## config.mk

```make
export PLATFORM = sky130hd
export DESIGN_NAME = hpdcache_mshr_refill
export DESIGN_NICKNAME = d
export VERILOG_FILES = /design/src/rtl/hpdcache_pkg.sv /design/src/rtl/hpdcache_mshr_refill_buf.sv /design/src/rtl/hpdcache_mshr_refill.sv
export SDC_FILE = /design/constraint.sdc
export NUM_CORES = 1
export LEC_CHECK = 0
export BUFFER_PORTS_ARGS = -buffer_cell sky130_fd_sc_hd__buf_2
export CORE_AREA = 2 2 318 320
export CTS_CLUSTER_SIZE = 40
export DETAILED_ROUTE_END_ITERATION = 16
export DIE_AREA = 0 0 320 322
export SYNTH_ARGS = -nofsm -noshare
export SYNTH_HDL_FRONTEND = slang
export SYNTH_SLANG_ARGS = --single-unit
```

## constraint.sdc

```tcl
create_clock -name clk_i -period 4.4 [get_ports clk_i]
set_clock_uncertainty 0.05 [all_clocks]
set_input_delay 0.44 -clock clk_i [delete_from_list [all_inputs] [get_ports clk_i]]
set_output_delay 0.44 -clock clk_i [all_outputs]
set_load 0.02 [all_outputs]
```

## src/rtl/hpdcache_pkg.sv

```systemverilog
`default_nettype none
// hpdcache_pkg: cache configuration record and derived refill constants.
// Revision 1.0
package hpdcache_pkg;

  typedef struct packed {
    int unsigned clWords;
    int unsigned wordWidth;
    int unsigned memDataWidth;
    int unsigned mshrSets;
    int unsigned mshrWays;
    int unsigned setWidth;
    int unsigned tagWidth;
    int unsigned wayWidth;
    int unsigned mshrSetWidth;
    int unsigned mshrWayWidth;
    int unsigned reqTidWidth;
    int unsigned reqSidWidth;
  } hpdcache_cfg_t;

  localparam hpdcache_cfg_t HPDCACHE_DEFAULT_CFG = '{
    clWords:      8,
    wordWidth:    64,
    memDataWidth: 128,
    mshrSets:     4,
    mshrWays:     2,
    setWidth:     7,
    tagWidth:     20,
    wayWidth:     2,
    mshrSetWidth: 2,
    mshrWayWidth: 1,
    reqTidWidth:  8,
    reqSidWidth:  3
  };

  // Number of memory beats that make up one cache line.
  function automatic int unsigned hpdcache_refill_beats(input hpdcache_cfg_t cfg);
    return (cfg.clWords * cfg.wordWidth) / cfg.memDataWidth;
  endfunction

  function automatic int unsigned hpdcache_mshr_id_width(input hpdcache_cfg_t cfg);
    return cfg.mshrSetWidth + cfg.mshrWayWidth;
  endfunction

  // Index width that stays legal (>= 1 bit) for single-entry structures.
  function automatic int unsigned hpdcache_cnt_width(input int unsigned n);
    return (n > 1) ? $clog2(n) : 1;
  endfunction

endpackage
`default_nettype wire

```

## src/rtl/hpdcache_mshr_refill_buf.sv

```systemverilog
`default_nettype none
// hpdcache_mshr_refill_buf: beat-indexed line buffer with a word-indexed read port.
// Revision 1.0
module hpdcache_mshr_refill_buf
  import hpdcache_pkg::*;
#(
  parameter int unsigned BEATS  = 4,
  parameter int unsigned MEM_W  = 128,
  parameter int unsigned WORD_W = 64,
  parameter int unsigned WORDS  = 8,
  parameter int unsigned IDX_W  = hpdcache_cnt_width(BEATS),
  parameter int unsigned RD_W   = hpdcache_cnt_width(WORDS)
) (
  input  logic                     clk,
  input  logic                     wr_en,
  input  logic [IDX_W-1:0]         wr_idx,
  input  logic [MEM_W-1:0]         wr_data,
  input  logic [RD_W-1:0]          rd_idx,
  output logic [BEATS*MEM_W-1:0]   line,
  output logic [WORD_W-1:0]        word
);

  logic [MEM_W-1:0]  mem_q [BEATS];
  logic [WORD_W-1:0] words [WORDS];

  // Data storage carries no reset: a line is always fully rewritten before use.
  always_ff @(posedge clk) begin
    if (wr_en) begin
      mem_q[wr_idx] <= wr_data;
    end
  end

  for (genvar b = 0; b < BEATS; b++) begin : g_line
    assign line[b*MEM_W +: MEM_W] = mem_q[b];
  end

  for (genvar w = 0; w < WORDS; w++) begin : g_word
    assign words[w] = line[w*WORD_W +: WORD_W];
  end

  assign word = words[rd_idx];

endmodule
`default_nettype wire

```

## src/rtl/hpdcache_mshr_refill.sv

```systemverilog
`default_nettype none
// hpdcache_mshr_refill: collects refill beats, acknowledges the MSHR entry, installs the line.
// Revision 1.0
module hpdcache_mshr_refill
  import hpdcache_pkg::*;
#(
  parameter hpdcache_cfg_t HPDcacheCfg = HPDCACHE_DEFAULT_CFG,
  parameter type hpdcache_tag_t     = logic [HPDcacheCfg.tagWidth-1:0],
  parameter type hpdcache_set_t     = logic [HPDcacheCfg.setWidth-1:0],
  parameter type hpdcache_way_t     = logic [HPDcacheCfg.wayWidth-1:0],
  parameter type hpdcache_word_t    = logic [hpdcache_cnt_width(HPDcacheCfg.clWords)-1:0],
  parameter type hpdcache_req_tid_t = logic [HPDcacheCfg.reqTidWidth-1:0],
  parameter type hpdcache_req_sid_t = logic [HPDcacheCfg.reqSidWidth-1:0],
  parameter type mshr_set_t         = logic [HPDcacheCfg.mshrSetWidth-1:0],
  parameter type mshr_way_t         = logic [HPDcacheCfg.mshrWayWidth-1:0]
) (
  input  logic                                                   clk_i,
  input  logic                                                   rst_ni,

  input  logic                                                   mem_rsp_valid_i,
  output logic                                                   mem_rsp_ready_o,
  input  logic [hpdcache_mshr_id_width(HPDcacheCfg)-1:0]         mem_rsp_id_i,
  input  logic [HPDcacheCfg.memDataWidth-1:0]                    mem_rsp_data_i,
  input  logic                                                   mem_rsp_error_i,
  input  logic                                                   mem_rsp_last_i,

  output logic                                                   refill_req_o,
  input  logic                                                   refill_gnt_i,

  output logic                                                   mshr_ack_o,
  output logic                                                   mshr_ack_cs_o,
  output mshr_set_t                                              mshr_ack_set_o,
  output mshr_way_t                                              mshr_ack_way_o,
  input  hpdcache_req_tid_t                                      mshr_ack_req_id_i,
  input  hpdcache_req_sid_t                                      mshr_ack_src_id_i,
  input  hpdcache_set_t                                          mshr_ack_cache_set_i,
  input  hpdcache_way_t                                          mshr_ack_cache_way_i,
  input  hpdcache_tag_t                                          mshr_ack_cache_tag_i,
  input  hpdcache_word_t                                         mshr_ack_word_i,
  input  logic                                                   mshr_ack_need_rsp_i,
  input  logic                                                   mshr_ack_is_prefetch_i,
  input  logic                                                   mshr_ack_wback_i,

  output logic                                                   refill_write_valid_o,
  input  logic                                                   refill_write_ready_i,
  output hpdcache_set_t                                          refill_set_o,
  output hpdcache_way_t                                          refill_way_o,
  output hpdcache_tag_t                                          refill_tag_o,
  output logic [HPDcacheCfg.clWords*HPDcacheCfg.wordWidth-1:0]   refill_data_o,
  output logic                                                   refill_dirty_o,

  output logic                                                   core_rsp_valid_o,
  output hpdcache_req_tid_t                                      core_rsp_req_id_o,
  output hpdcache_req_sid_t                                      core_rsp_src_id_o,
  output logic [HPDcacheCfg.wordWidth-1:0]                       core_rsp_data_o,
  output logic                                                   core_rsp_error_o,

  output logic                                                   busy_o
);

  localparam int unsigned BEATS  = hpdcache_refill_beats(HPDcacheCfg);
  localparam int unsigned BEAT_W = hpdcache_cnt_width(BEATS);
  localparam int unsigned ID_W   = hpdcache_mshr_id_width(HPDcacheCfg);
  localparam int unsigned SET_W  = HPDcacheCfg.mshrSetWidth;
  localparam int unsigned LINE_W = HPDcacheCfg.clWords * HPDcacheCfg.wordWidth;
  localparam logic [BEAT_W-1:0] LAST_BEAT = BEAT_W'(BEATS - 1);

  typedef enum logic [2:0] {
    ST_IDLE    = 3'd0,
    ST_COLLECT = 3'd1,
    ST_ACK_REQ = 3'd2,
    ST_ACK_RD  = 3'd3,
    ST_WRITE   = 3'd4,
    ST_RSP     = 3'd5
  } state_e;

  state_e                          state_q, state_d;
  logic [BEAT_W-1:0]               beat_cnt_q;
  logic                            err_q;
  logic [ID_W-1:0]                 id_q;
  logic                            beat_accept;

  hpdcache_req_tid_t               meta_req_id_q;
  hpdcache_req_sid_t               meta_src_id_q;
  hpdcache_set_t                   meta_set_q;
  hpdcache_way_t                   meta_way_q;
  hpdcache_tag_t                   meta_tag_q;
  hpdcache_word_t                  meta_word_q;
  logic                            meta_need_rsp_q;
  logic                            meta_prefetch_q;
  logic                            meta_wback_q;

  logic [LINE_W-1:0]               buf_line;
  logic [HPDcacheCfg.wordWidth-1:0] buf_word;

  assign beat_accept = mem_rsp_valid_i & mem_rsp_ready_o;

  hpdcache_mshr_refill_buf #(
    .BEATS  (BEATS),
    .MEM_W  (HPDcacheCfg.memDataWidth),
    .WORD_W (HPDcacheCfg.wordWidth),
    .WORDS  (HPDcacheCfg.clWords),
    .IDX_W  (BEAT_W),
    .RD_W   ($bits(hpdcache_word_t))
  ) u_buf (
    .clk     (clk_i),
    .wr_en   (beat_accept),
    .wr_idx  (beat_cnt_q),
    .wr_data (mem_rsp_data_i),
    .rd_idx  (meta_word_q),
    .line    (buf_line),
    .word    (buf_word)
  );

  always_ff @(posedge clk_i or negedge rst_ni) begin
    if (!rst_ni) begin
      state_q <= ST_IDLE;
    end else begin
      state_q <= state_d;
    end
  end

  always_comb begin
    state_d = state_q;
    case (state_q)
      ST_IDLE, ST_COLLECT: begin
        if (mem_rsp_valid_i) begin
          state_d = mem_rsp_last_i ? ST_ACK_REQ : ST_COLLECT;
        end
      end
      ST_ACK_REQ: begin
        if (refill_gnt_i) begin
          state_d = ST_ACK_RD;
        end
      end
      ST_ACK_RD: begin
        // Errored lines skip the cache write; a response only if someone waits for it.
        if (!err_q) begin
          state_d = ST_WRITE;
        end else if (mshr_ack_need_rsp_i && !mshr_ack_is_prefetch_i) begin
          state_d = ST_RSP;
        end else begin
          state_d = ST_IDLE;
        end
      end
      ST_WRITE: begin
        if (refill_write_ready_i) begin
          state_d = (meta_need_rsp_q && !meta_prefetch_q) ? ST_RSP : ST_IDLE;
        end
      end
      ST_RSP:  state_d = ST_IDLE;
      default: state_d = ST_IDLE;
    endcase
  end

  always_comb begin
    mem_rsp_ready_o      = 1'b0;
    refill_req_o         = 1'b0;
    mshr_ack_o           = 1'b0;
    mshr_ack_cs_o        = 1'b0;
    mshr_ack_set_o       = '0;
    mshr_ack_way_o       = '0;
    refill_write_valid_o = 1'b0;
    refill_set_o         = '0;
    refill_way_o         = '0;
    refill_tag_o         = '0;
    refill_data_o        = '0;
    refill_dirty_o       = 1'b0;
    core_rsp_valid_o     = 1'b0;
    core_rsp_req_id_o    = '0;
    core_rsp_src_id_o    = '0;
    core_rsp_data_o      = '0;
    core_rsp_error_o     = 1'b0;
    busy_o               = (state_q != ST_IDLE);
    case (state_q)
      ST_IDLE, ST_COLLECT: mem_rsp_ready_o = 1'b1;
      ST_ACK_REQ: begin
        refill_req_o   = 1'b1;
        mshr_ack_o     = refill_gnt_i;
        mshr_ack_cs_o  = refill_gnt_i;
        mshr_ack_set_o = id_q[SET_W-1:0];
        mshr_ack_way_o = id_q[ID_W-1:SET_W];
      end
      ST_WRITE: begin
        refill_write_valid_o = 1'b1;
        refill_set_o         = meta_set_q;
        refill_way_o         = meta_way_q;
        refill_tag_o         = meta_tag_q;
        refill_data_o        = buf_line;
        refill_dirty_o       = meta_wback_q;
      end
      ST_RSP: begin
        core_rsp_valid_o  = 1'b1;
        core_rsp_req_id_o = meta_req_id_q;
        core_rsp_src_id_o = meta_src_id_q;
        core_rsp_data_o   = buf_word;
        core_rsp_error_o  = err_q;
      end
      default: ;
    endcase
  end

  always_ff @(posedge clk_i or negedge rst_ni) begin
    if (!rst_ni) begin
      beat_cnt_q      <= '0;
      err_q           <= 1'b0;
      id_q            <= '0;
      meta_req_id_q   <= '0;
      meta_src_id_q   <= '0;
      meta_set_q      <= '0;
      meta_way_q      <= '0;
      meta_tag_q      <= '0;
      meta_word_q     <= '0;
      meta_need_rsp_q <= 1'b0;
      meta_prefetch_q <= 1'b0;
      meta_wback_q    <= 1'b0;
    end else begin
      if (beat_accept) begin
        beat_cnt_q <= mem_rsp_last_i ? '0 : beat_cnt_q + 1'b1;
        // First beat of a line starts a fresh error accumulation.
        err_q      <= ((state_q == ST_IDLE) ? 1'b0 : err_q) | mem_rsp_error_i;
        if (state_q == ST_IDLE) begin
          id_q <= mem_rsp_id_i;
        end
      end
      if (state_q == ST_ACK_RD) begin
        meta_req_id_q   <= mshr_ack_req_id_i;
        meta_src_id_q   <= mshr_ack_src_id_i;
        meta_set_q      <= mshr_ack_cache_set_i;
        meta_way_q      <= mshr_ack_cache_way_i;
        meta_tag_q      <= mshr_ack_cache_tag_i;
        meta_word_q     <= mshr_ack_word_i;
        meta_need_rsp_q <= mshr_ack_need_rsp_i;
        meta_prefetch_q <= mshr_ack_is_prefetch_i;
        meta_wback_q    <= mshr_ack_wback_i;
      end
    end
  end

  a_last_on_final_beat: assert property (
    @(posedge clk_i) disable iff (!rst_ni)
    (beat_accept && mem_rsp_last_i) |-> (beat_cnt_q == LAST_BEAT)
  );

endmodule
`default_nettype wire

```

After elaboration in Yosys (flattened, before gate mapping)
Memories as Yosys holds them, arrays and structs flattened. Cells that the tools add are included.

Bits in latches: 0. Input bits: 184. Register bits: 55. Memory bits (read-only): 0. Memories kept: 1. RAM bits: 512.

Memories: u_buf.mem_q (depth 4, bits a word 128, read ports 4, clocked after Yosys merged registers in 0, write ports 1, line hpdcache_mshr_refill_buf.sv:23) `logic [MEM_W-1:0] mem_q [BEATS];`.

Multiply operators: 0. Order comparisons: 1. Shift operators: 0. Equal/unequal tests: 8. Add/sub/neg operators: 1. Reduce and logical (&&, ||, !) cells: 9. Divide/modulo/power cells: 0. Mux-type cells: 31. Bitwise logic cells: 3.

Operators with widths (number): two-way mux 512 bit (1); binary-select mux 64 bit (select 3 bit) (1); two-way mux 64 bit (3); two-way mux 3 bit (7); two-way mux 20 bit (1); one-hot mux 3 bit (4 select lines) (1); two-way mux 1 bit (11); two-way mux 2 bit (4); two-way mux 8 bit (1); two-way mux 7 bit (1); equality test 3 x 2 -> 1 bit (second input constant) (2); equality test 3 bit (second input constant) (2); != test 2 bit (second input constant) (3); >= comparator 4 bit (second input constant) (1); NOT 3 -> 4 bit (1); equality test 3 x 1 -> 1 bit (second input constant) (1); logical NOT 3 bit (1); AND reduction 3 bit (1); nonzero test 3 bit (1); adder 2 x 1 -> 2 bit (second input constant) (1); logical AND 1 bit (2); logical NOT 1 bit (2); AND reduction 2 bit (1); OR reduction 2 bit (1); other kinds (2) (2).

Logic depth before layout (Yosys ltp)
Depth in word-level cells: 6. Gate-level depth with buffers: 6. Gate-level depth less buffers: 4.

Modules after synthesis
A second synthesis with hierarchy kept.

Cells, all modules: 1585. Area, all modules: 25684.6 um2.

Modules (own cells, without submodules): hpdcache_mshr_refill_buf (area each 19237.2 um2, instances 1, cells an instance 744); hpdcache_mshr_refill (area each 6447.4 um2, instances 1, cells an instance 841).

Worst setup path before layout
No wires, ideal clock.

Path kind: register to register. From: register state_q[2]. To: memory u_buf.mem_q[2][0] (enable). Cell stages (with the launch flop): 5. Path buffers: 2. Clock period less this slack: 4.554 ns. Slack: -0.154 ns. Arrival time: 4.001 ns. Setup time: 0.502 ns. Required time: 3.848 ns. Cells stage by stage: dfrtp_1 > clkbuf_1 > nor3b_1 > clkbuf_1 > and2_1.

Longest elaborated chain between the ends: 6. Elaborated cells between the ends (all ways): 7. Those cells by class: 1 x eq/ne; 3 x mux; 1 x bitwise; 2 x reduce/logical.

Ends and longest elaborated chain: start: declaration (line hpdcache_mshr_refill.sv:77) `state_e state_q, state_d;`; start signal: assignment (line hpdcache_mshr_refill.sv:119) `state_q <= state_d;`; equality test 3 x 1 -> 1 bit or logical NOT 3 bit (tied branches) (line hpdcache_mshr_refill.sv:175) `case (state_q)`; OR reduction 2 bit (*) (line hpdcache_mshr_refill.sv:175); two-way mux 1 bit (*) (line hpdcache_mshr_refill.sv:175); bitwise AND 1 bit (*) (line hpdcache_mshr_refill.sv:96) `assign beat_accept = mem_rsp_valid_i & mem_rsp_ready_o;`; two-way mux 1 bit (*) (line hpdcache_mshr_refill_buf.sv:28) `if (wr_en) begin`; two-way mux 1 bit (implied by the code) (*) (line hpdcache_mshr_refill_buf.sv:29) `mem_q[wr_idx] <= wr_data;`; end: declaration (line hpdcache_mshr_refill_buf.sv:23).

Every way passes the cells marked *; elsewhere a longest branch is shown, timed or not.

Final worst setup path
From: register state_q[1]. To: output core_rsp_data_o[32].

Longest elaborated chain between the ends: 2.

Ends and longest elaborated chain: equality test 3 bit (line hpdcache_mshr_refill.sv:175); two-way mux 64 bit (line hpdcache_mshr_refill.sv:175); end: declaration (line hpdcache_mshr_refill.sv:55) `output logic [HPDcacheCfg.wordWidth-1:0] core_rsp_data_o,`.

No other way between the ends.

==> results.md <==
* Placed Cells at 3560
* Asr flop ratio synth at 0.0970
* Port-buffer cells at 811
* Initial antenna violation count at 7
* Final setup fails at 0
* Bufs on Longest Clock Path at 3
* Filler cell count at 9710
* Post-Syn Area at 0.0251 sq mm
* Hold/Removal Path Class: primary input to flip-flop
* Most frequent cells after synthesis: and2_1, edfxtp_1, mux4_2, a22o_1, dfrtp_1
* Hold path start: refill_write_ready_i
* # Post-CTS Setup Buffers at 0
* Setup TNS at 0 ps
* Static Leak at 14.5 nW
* WL/cell at 21.9 um
* Vias/cell at 4.52
* Placer Congestion at 0.889
* Slowest stage cell, crit path: and2_4
* Fmax achieved at 264 MHz
* Synthesized instance count at 1525
* EDFF count, synth at 512
* Area leader, netlist: edfxtp_1
* Flops & latches, synth at 567
* Status: completed
* Die Y at 322 um
* Crit. End Element: output pin
* Critical path type: flip-flop to output pin
* Ys Warns at 0
* CTS sink cnt at 567
* Critical Path Source: state_q[1]
* Synth unique cells at 31
* Relative slew slack at 0.279
* Number of remaining DRC errors at 0
* Worst Max-Slew Pin Slew at 1080 ps
* Drt initial violations at 1190
* Drt total wl at 84300 um
* Peak VDD IR at 0.354 mV
* Critical Path, Cell by Cell: and3b_1, and2_4, a22o_1, buf_2
* Fin. Hold Viols at 0
* Period utilization at 0.860
* CTS Buf Count at 60
* CTS root buf: clkbuf_16
* Cell with the most instances after synthesis: and2_1
* Sequential area share after synthesis at 0.667
* HPWL after DPL at 60800 um
* RSZ-0062 raised after global routing: false
* Pre-antenna DRT Iters at 5
* Core footprint at 0.0996 sq mm
* IO Pins at 812
* Via Count at 17400
* Vias in the first global route at 17900
* Htree depth at 2
* Buffers plus inverters on the worst setup path at 1
* Critical path fanouts, max at 64
* Share of cells above drive strength 1 at 0.427
* First-pass GRT wire length at 120000 um
* Synth area leaders: edfxtp_1, and2_1, mux4_2
* Initial Util at 0.252
* Die X at 320 um
* Fin crit period at 3790 ps
* CTS tree: yes
* Area grow syn2layout at 37.2%
* Worst Path Required at 3910 ps
* R2R Path Start: state_q[1]
* Syn Nets at 1713
* Startpoint Class: flip-flop
* Pin count of the biggest net entering global routing at 114
* Row Count at 116
* WP data arrival at 3300 ps
* PwrDens at 544 mW/mm^2
* Overflow after GRT at 0
* Antenna Nets Post-Route at 0
* Ant. Diodes at 0
* Synth Flop Type: edfxtp_1
* Reg clk slew, reported paths at 60 ps
* Final Max Tran Viols at 0
* Clock latency on the worst-skew pair at 640 ps
* GRT Total Usage at 0.156
* Total of max-cap violations at 0
* Full die area at 0.103 sq mm
* Synth top area share at 0.612
* Delay-heaviest family, CP: simple AND/OR/NAND/NOR gates
* Layout Cells excl Fill at 3852
* Critical path's largest stage delay at 900 ps
* Syn Area/Cell at 16.5 sq um
* Nets at 2692
==> repair_timing <==
item | CTS | global route
gates resized for setup | 0 | 0
hold buffers | 180 | 0
hold endpoints to repair | 588 | 0
==> per-layer routing <==
| metal | vias up | global-route usage | routed length (um) |
|---|---|---|---|
| li1 | 7611 | - | - |
| met1 | 8817 | 0.183 | 31700 |
| met2 | 807 | 0.272 | 42700 |
| met3 | 170 | 0.0430 | 6780 |
| met4 | 8 | 0.0551 | 3010 |
| met5 | - | 0 | 47 |
==> metrics by stage <==
step	hold slack, ps	area (sq um)	util	setup slack [ps]	total power, mW
2_1_floorplan	94.4	25100	-	1270	11.5
5_1_grt	51.0	34500	0.346	443	19.6
3_5_place_dp	423	30800	0.309	1250	13.9
4_1_cts	22.3	34500	0.346	531	19.0
3_3_place_gp	417	30800	0.309	1320	13.9
6_report	79.5	34500	0.346	615	18.8
==> where the power goes <==
group | leakage [nW] | total [mW] | internal [mW] | switching, mW
combinational | 8.25 | 6.22 | 2.67 | 3.55
clock | 0.917 | 4.94 | 2.80 | 2.14
sequential | 5.31 | 7.60 | 6.98 | 0.620
==> registers in the layout, indices dropped and copies added, names as in the netlist <==
signal           count
beat_cnt_q           2
meta_wback_q         1
u_buf.mem_q        512
id_q                 3
meta_req_id_q        8
meta_set_q           7
meta_need_rsp_q      1
meta_prefetch_q      1
state_q              3
meta_word_q          3
meta_src_id_q        3
meta_tag_q          20
meta_way_q           2
err_q                1
==> worst paths after layout <==
kind / end / slack (ps) / cells past startpoint
min in group asynchronous: meta_tag_q[18] / 320 / 2
max in group asynchronous: meta_req_id_q[2] / 3110 / 3
worst min register to register: meta_set_q[4] / 430 / 1
worst max-delay path: core_rsp_data_o[32] / 610 / 4
worst min-delay path: state_q[2] / 80 / 3
worst max register to register: u_buf.mem_q[3][96] / 1950 / 4
==> cell families (layout without fill, tap and decap cells) <==
| family | Yosys count | count (layout) | synth area share |
|---|---|---|---|
| AOI/OAI and AO/OA | 76 | 76 | 0.0252 |
| buffers and inverters | 117 | 1146 | 0.0236 |
| muxes | 177 | 177 | 0.137 |
| DFF | 567 | 567 | 0.667 |
| and+or+nand+nor | 584 | 584 | 0.146 |
| adders and majority gates | 4 | 4 | 0.00199 |
==> cell usage in the layout, fill, tap and decap left out, drive strengths merged, types with 5 or more instances in the layout <==
| cell type | Yosys | routed |
|---|---|---|
| buf | 62 | 850 |
| and2 | 563 | 563 |
| edfxtp | 512 | 512 |
| dlygate4sd3 | 0 | 180 |
| mux4 | 128 | 128 |
| clkbuf | 51 | 74 |
| a22o | 64 | 64 |
| dfrtp | 55 | 55 |
| mux2 | 49 | 49 |
| clkinv | 0 | 28 |
| bufinv | 0 | 5 |
| inv | 4 | 5 |
==> layout make-up <==
type	instances	area, sq um	area share
flip-flops and latches	567	16800	0.486
multi-input cells	841	7810	0.226
repair buffers	1030	6380	0.185
well taps	1298	1620	0.0471
clock buffers	74	1550	0.0451
clock inverters	38	345	0.0100
inverters	4	15.0	0.000435
==> worst min-delay path: cells and delay by family <==
family | cells | cell delay (ps)
buffers and inverters | 1 | 110
AOI/OAI and AO/OA | 2 | 180
Power figures use the tool's default switching activity.
